`src/rtl/inst_fetch_pkg.sv`:
```
// Shared types and constants for the instruction fetch unit.
package inst_fetch_pkg;

  localparam int DEPTH  = 16;
  localparam int PC_W   = $clog2(DEPTH);
  localparam int OPR_W  = 4;
  localparam int OPA_W  = 4;
  localparam int WORD_W = OPR_W + OPA_W;

  localparam logic [WORD_W-1:0] HALT_WORD = 8'h00;

  typedef enum logic [1:0] {
    ST_IDLE  = 2'd0,
    ST_FETCH = 2'd1,
    ST_HALT  = 2'd2
  } state_e;

endpackage

```
`src/rtl/inst_fetch_prog_mem.sv`:
```
// Program memory: synchronous write, asynchronous read, contents survive reset.
module inst_fetch_prog_mem #(
  parameter int DEPTH = 16,
  parameter int AW    = 4,
  parameter int DW    = 8
) (
  input  logic          clk,
  input  logic          we,
  input  logic [AW-1:0] waddr,
  input  logic [DW-1:0] wdata,
  input  logic [AW-1:0] raddr,
  output logic [DW-1:0] rdata
);

  logic [DW-1:0] mem [DEPTH];

  always_ff @(posedge clk) begin
    if (we) mem[waddr] <= wdata;
  end

  assign rdata = mem[raddr];

endmodule

```
`src/rtl/inst_fetch.sv`:
```
// Instruction fetch: presents one program word per cycle to execute with
// valid/ready handshake, jump redirect, and halt on HALT_WORD.
module inst_fetch
  import inst_fetch_pkg::*;
#(
  parameter int                  DEPTH     = inst_fetch_pkg::DEPTH,
  parameter logic [WORD_W-1:0]   HALT_WORD = inst_fetch_pkg::HALT_WORD,
  localparam int                 AW        = $clog2(DEPTH)
) (
  input  logic              CLK,
  input  logic              RST_N,
  input  logic              LD_EN,
  input  logic [AW-1:0]     LD_ADDR,
  input  logic [WORD_W-1:0] LD_DATA,
  input  logic              START,
  input  logic              JMP_EN,
  input  logic [AW-1:0]     JMP_ADDR,
  input  logic              INST_READY,
  output logic              INST_VALID,
  output logic [OPR_W-1:0]  OPR,
  output logic [OPA_W-1:0]  OPA,
  output logic [AW-1:0]     PC,
  output logic              BUSY,
  output logic              HALTED
);

  state_e             state_q, state_d;
  logic               vld_q, vld_d;
  logic [OPR_W-1:0]   opr_q, opr_d;
  logic [OPA_W-1:0]   opa_q, opa_d;
  logic [AW-1:0]      pc_q, pc_d;
  logic               busy_q, busy_d;
  logic               halted_q, halted_d;

  logic               mem_we;
  logic [AW-1:0]      rd_addr;
  logic [WORD_W-1:0]  rd_data;
  logic               load;

  inst_fetch_prog_mem #(
    .DEPTH (DEPTH),
    .AW    (AW),
    .DW    (WORD_W)
  ) prog_mem (
    .clk   (CLK),
    .we    (mem_we),
    .waddr (LD_ADDR),
    .wdata (LD_DATA),
    .raddr (rd_addr),
    .rdata (rd_data)
  );

  // Single read port: address is muxed between 0 (start), jump target and PC+1.
  // The read is combinational, so a coincident write is not seen by this fetch.
  always_comb begin
    state_d = state_q;
    vld_d   = vld_q;
    opr_d   = opr_q;
    opa_d   = opa_q;
    pc_d    = pc_q;
    rd_addr = pc_q + 1'b1;
    mem_we  = 1'b0;
    load    = 1'b0;

    unique case (state_q)
      ST_IDLE, ST_HALT: begin
        mem_we = LD_EN;
        if (START) begin
          state_d = ST_FETCH;
          rd_addr = '0;
          load    = 1'b1;
        end
      end
      ST_FETCH: begin
        if (JMP_EN) begin
          rd_addr = JMP_ADDR;
          load    = 1'b1;
        end else if (vld_q && INST_READY) begin
          if ({opr_q, opa_q} == HALT_WORD) begin
            state_d = ST_HALT;
            vld_d   = 1'b0;
          end else begin
            load = 1'b1;
          end
        end
      end
      default: state_d = ST_IDLE;
    endcase

    if (load) begin
      pc_d           = rd_addr;
      {opr_d, opa_d} = rd_data;
      vld_d          = 1'b1;
    end

    if (!RST_N) mem_we = 1'b0;

    busy_d   = (state_d == ST_FETCH);
    halted_d = (state_d == ST_HALT);
  end

  always_ff @(posedge CLK) begin
    if (!RST_N) begin
      state_q  <= ST_IDLE;
      vld_q    <= 1'b0;
      opr_q    <= '0;
      opa_q    <= '0;
      pc_q     <= '0;
      busy_q   <= 1'b0;
      halted_q <= 1'b0;
    end else begin
      state_q  <= state_d;
      vld_q    <= vld_d;
      opr_q    <= opr_d;
      opa_q    <= opa_d;
      pc_q     <= pc_d;
      busy_q   <= busy_d;
      halted_q <= halted_d;
    end
  end

  assign INST_VALID = vld_q;
  assign OPR        = opr_q;
  assign OPA        = opa_q;
  assign PC         = pc_q;
  assign BUSY       = busy_q;
  assign HALTED     = halted_q;

endmodule

```
`config.mk`:
```
export PLATFORM = sky130hd
export DESIGN_NAME = inst_fetch
export DESIGN_NICKNAME = d
export VERILOG_FILES = /design/src/rtl/inst_fetch_pkg.sv /design/src/rtl/inst_fetch_prog_mem.sv /design/src/rtl/inst_fetch.sv
export SDC_FILE = /design/constraint.sdc
export NUM_CORES = 1
export LEC_CHECK = 0
export CAP_MARGIN = 20
export CORE_MARGIN = 4
export CORE_UTILIZATION = 45
export CTS_CLUSTER_DIAMETER = 80
export CTS_CLUSTER_SIZE = 28
export DETAILED_ROUTE_END_ITERATION = 8
export SYNTH_ARGS = -nofsm -noshare
export SYNTH_HDL_FRONTEND = slang
export SYNTH_SLANG_ARGS = --single-unit
```
`constraint.sdc`:
```
create_clock -name CLK -period 2.27 [get_ports CLK]
set_input_delay 0.454 -clock CLK [delete_from_list [all_inputs] [get_ports CLK]]
set_output_delay 0.454 -clock CLK [all_outputs]
set_load 0.02 [all_outputs]
```
-- Yosys cells after proc, flatten, opt, wreduce, memory -nomap -nowiden
Memory sizes are Yosys's and may differ from the RTL's. A register that Yosys moved wholly into a read port is not among the register bits.
Cells that the tools add are included.
- add/subtract/negate cells: 1
- equal/unequal tests: 5
- muxes and demuxes: 22
- reduce and logical (&&, ||, !) cells: 9
- operators with widths (kind ; count):
    1-bit two-way mux ; 13
    8-bit logical NOT ; 1
    2-bit two-way mux ; 4
    4-bit two-way mux ; 2
    4-bit case mux with 2 select lines ; 1
    2-bit nonzero test ; 3
    4-bit by 1-bit adder with 4-bit output (second input constant) ; 1
    2-bit by 1-bit == test with 1-bit output (second input constant) ; 2
    2-bit == test (second input constant) ; 2
    2-bit case mux with 2 select lines ; 1
    4-bit AND reduction ; 1
    2-bit logical NOT ; 1
    2-bit by 1-bit != test with 1-bit output (second input constant) ; 1
    1-bit case mux with 2 select lines ; 1
    2-bit OR reduction ; 1
    1-bit logical AND ; 1
    1-bit logical NOT ; 1
- bits in registers: 9
- bits in writable memories: 128
- bits of input ports: 22
- memories: 1
- memories (memory ; words ; bits a word ; read ports ; clocked after memory_dff ; write ports ; line ; text):
    prog_mem.mem ; 16 ; 8 ; 1 ; 1 ; 1 ; inst_fetch_prog_mem.sv:15 ; logic [DW-1:0] mem [DEPTH];

-- Depth between registers and ports, before layout
- depth after elaboration: 7
- depth in mapped cells: 9

-- Cells and area by module
From an unflattened synthesis, not the netlist that was laid out.
- cell total of the unflattened synthesis: 316
- area, all modules: 5861.9 um^2
- modules (own cells, without submodules) (module ; instances ; cells each ; area an instance (um^2)):
    inst_fetch_prog_mem ; 1 ; 221 ; 4987.3
    inst_fetch ; 1 ; 95 ; 874.6

-- Worst setup path before layout
Ideal clock, no wire load.
- path type: reg-to-reg
- start point: register pc_q[0] (netlist: PC[0])
- end point: register opa_q[1] (netlist: OPA[1]) (read register of prog_mem.mem)
- data arrival time: 2.058 ns
- slack: 0.088 ns
- cell stages (with the launch flop): 10
- cells stage by stage: dfxtp_1 ha_1 or3b_1 o211ai_1 buf_4 buf_4 mux2i_1 mux2i_1 a22oi_1 nand3_1
- word-level cells in the longest chain between the ends: 3
- RTL lines (what ; line ; text):
    start: declaration ; inst_fetch.sv:31 ; logic [AW-1:0] pc_q, pc_d;
    start signal: assignment ; inst_fetch.sv:116 ; pc_q <= pc_d;
    4-bit by 1-bit adder with 4-bit output * ; inst_fetch.sv:61 ; rd_addr = pc_q + 1'b1;
    4-bit two-way mux, on equally long branches ; inst_fetch.sv:75, inst_fetch.sv:68 ;
    4-bit case mux with 2 select lines * ; inst_fetch.sv:65 ; unique case (state_q)
    end: declaration ; inst_fetch.sv:30 ; logic [OPA_W-1:0] opa_q, opa_d;
Every way passes the cells marked *; elsewhere a longest branch is shown, timed or not.
A chain may end at the register's enable or synchronous reset.

-- Final worst setup path
- start point: register pc_q[1] (netlist: PC[1])
- end point: register opa_q[3] (netlist: OPA[3]) (read register of prog_mem.mem)
The elaborated chain is that of the path after synthesis.

==> results.sh <==
export IMPL_setup_viol=0
export IMPL_core_area_um2=12800
export IMPL_wire_per_inst_um=20.3
export IMPL_clk_pin_slew_ns=0.06
export IMPL_cap_violations=0
export IMPL_start_util_pct=46.4
export IMPL_max_slew_margin_pct=56.2
export IMPL_vias=4031
export IMPL_period_needed_ns=2.23
export IMPL_diodes=0
export IMPL_die_h_um=123
export IMPL_dr_pass1_iters=5
export IMPL_antenna_left=0
export IMPL_place_area_um2=6910
export IMPL_syn_inst=430
export IMPL_portBuffers=36
export IMPL_yosysWarnings=0
export IMPL_die_area_um2=15100
export IMPL_drtIter0Drc=375
export IMPL_min_path_type="register to register"
export IMPL_crit_path_end_kind="register"
export IMPL_rows=41
export IMPL_cts_buffer_depth=2
export IMPL_synth_edf_count=128
export IMPL_wl_um=14700
export IMPL_ir_drop_mv=0.509
export IMPL_tns_ns=0
export IMPL_worstSetupPathType="register to register"
export IMPL_syn_area_per_cell_um2=13.8
export IMPL_routed_via_density=5.59
export IMPL_path_max_fanout=7
export IMPL_cts_tree="yes"
export IMPL_synth_nets=453
export IMPL_synth_seq_area_share_pct=70.6
export IMPL_fin_hold_ws_ns=0.503
export IMPL_design_area_um2=7690
export IMPL_overflow=0
export IMPL_grt_pass1_vias=3984
export IMPL_max_freq_mhz=448
export IMPL_worstHoldStart="INST_VALID"
export IMPL_setup_slack_ns=0.0388
export IMPL_drv_slew=0
export IMPL_hold_depth=2
export IMPL_nets=559
export IMPL_r2r_cells=9
export IMPL_drive_gt1_share_pct=22.4
export IMPL_die_w_um=123
export IMPL_period_share_pct=98.3
export IMPL_powerDensity_nw_per_um2=871
export IMPL_io_pins=37
export IMPL_n_fill_cell=963
export IMPL_yosys_cell_types_count=40
export IMPL_synthFlopType="edfxtp_1"
export IMPL_clock_sinks=145
export IMPL_cts_buffers=17
export IMPL_place_congestion=0.833
export IMPL_synthArstFlopShare_pct=0
export IMPL_outcome="finished clean"
export IMPL_reg2reg_slack_ns=0.04
export IMPL_grt_pass1_wl_um=22300
export IMPL_synth_seq_cells=145
export IMPL_grt_max_degree=38
export IMPL_hpwl_um=9630
export IMPL_mappedNetlistArea_um2=5930
export IMPL_hold_viol=0
export IMPL_required_ns=2.54
export IMPL_start_kind="register"
export IMPL_drc=0
export IMPL_r2r_end="OPA[3]"
export IMPL_fin_skew_ns=0.0138
export IMPL_syn_to_final_growth_pct=29.8
export IMPL_clk_latency_ns=0.42
export IMPL_dp_worst_setup_slack_ns=-0.389
export IMPL_synth_area_top_cells="edfxtp_1, dfxtp_1, nand2_1"
export IMPL_rsz0062_at_grt="yes"
export IMPL_cts_root_buf="clkbuf_16"
export IMPL_yosysTopAreaCellShare_pct=64.8
export IMPL_hold_buffers=0
export IMPL_antenna_found_initial=0
export IMPL_htreeDepth=4
export IMPL_grt_use_total_pct=20.3
export IMPL_reg2reg_from="PC[1]"
export IMPL_crit_arrival_ns=2.50
export IMPL_p_leak_nw=2.67
export IMPL_hold_path_end="INST_VALID"
export IMPL_worstMarginPinSlew_ns=0.656
export IMPL_synth_top_area_cell="edfxtp_1"
## worst max-delay path by stage
stage                      start  endpoint  slack (ns)  cells past startpoint
final                      PC[1]    OPA[3]        0.04                      9
after global routing       PC[1]    OPR[0]       -0.02                      9
after CTS                  PC[1]    OPR[2]       0.006                      9
after detailed placement  JMP_EN    OPA[3]       -0.39                     10
after global placement    JMP_EN    OPA[3]       -0.38                     10
after floorplan            PC[0]    OPA[1]        0.09                      9
## flip-flops by register name (all words and copies together) (netlist names)
name and count:
INST_VALID 1, PC 4, prog_mem.mem 128, state_q 2
OPR 4, BUSY 1, HALTED 1, OPA 4
## metrics by stage
stage | utilization [%] | power, mW | instances
after floorplan | - | 3.51 | 430
final | 60.2 | 6.70 | 721
after global placement | 54.1 | 3.91 | 679
after detailed placement | 54.1 | 3.92 | 679
after CTS | 59.8 | 6.69 | 719
after global routing | 60.2 | 6.91 | 721
## power breakdown
| group | switching, mW | internal, mW | total, mW |
|---|---|---|---|
| logic | 0.526 | 0.457 | 0.982 |
| registers | 0.0331 | 2.95 | 2.98 |
| clock network | 1.03 | 1.71 | 2.74 |
## synth_stat cells, types with 3 or more instances
cell type and count:
nor3_1 7, nor2_1 25, nand2b_1 5, nand4_1 6
a21oi_1 27, buf_6 5, edfxtp_1 128, nand3_1 16
nand4b_1 3, a22oi_1 15, o211ai_1 7, buf_2 10
buf_4 4, a32oi_1 21, clkbuf_1 3, dfxtp_1 17
mux2i_1 25, nand2_1 77
## kinds of logic (layout without fill, tap and decap cells)
group | Yosys count | after routing | synth area share (%)
muxes | 25 | 25 | 4.22
buffers and inverters | 24 | 143 | 2.62
adders and majority gates | 1 | 1 | 0.211
and+or+nand+nor | 154 | 154 | 12.2
xor gates and xnor gates | 2 | 2 | 0.296
AOI/OAI and AO/OA | 79 | 79 | 9.88
DFF | 145 | 145 | 70.6
## layout make-up
type                    instances  area, um2  share of cell area (%)
flip-flops and latches        145       4190                    54.4
multi-input cells             261       1640                    21.3
repair buffers                110       1060                    13.8
clock buffers                  23        479                    6.23
well taps                     172        215                    2.80
clock inverters                 9        108                    1.40
inverters                       1       3.75                  0.0488
## cells in the final DEF (no fill, tap or decap), types with 2 or more instances in the layout
cell             Yosys  layout
a21oi_1             27      27
a22oi_1             15      14
a32oi_1             21      20
and2b_2              2       2
buf_12               0       8
buf_4                4      61
buf_6                5       2
buf_8                0       2
bufinv_16            0       2
clkbuf_1             3       4
clkbuf_16            0      18
clkdlybuf4s50_1      0      36
clkinv_2             0       3
clkinv_4             0       2
clkinvlp_4           0       2
dfxtp_1             17      16
edfxtp_1           128     128
mux2i_1             25      21
mux2i_2              0       3
nand2_1             77      77
nand2b_1             5       5
nand3_1             16      16
nand4_1              6       6
nand4b_1             3       3
nor2_1              25      24
nor2_2               1       2
nor2b_1              2       2
nor3_1               7       7
nor3_2               2       2
nor4_1               2       2
o211ai_1             7       7
o21ai_2              2       2
o31a_1               2       2
o31ai_4              2       2
## repair_timing
action                     in CTS  in global routing
gates resized for setup        10                  8
pin swaps                       1                  8
setup buffers                   7                  2
setup endpoints to repair       6                  8
gates cloned                    1                  0
## worst max-delay path: stages, from the launching register on
cell and delay [ns]:
dfxtp_4 0.36, ha_4 0.27, or3b_1 0.34, o211ai_1 0.13, buf_6 0.22, buf_4 0.13, buf_4 0.12, a32oi_1 0.11
a22oi_1 0.28, nand3_1 0.12
## layer usage
layer	share of wire [%]	up-vias	GRT usage, %
met3	4.5	16	3.87
met4	1.5	0	7.63
met2	49	112	33.0
li1	-	1862	-
met1	45	2041	27.1
met5	0	-	0
Power figures use the tool's default switching activity.
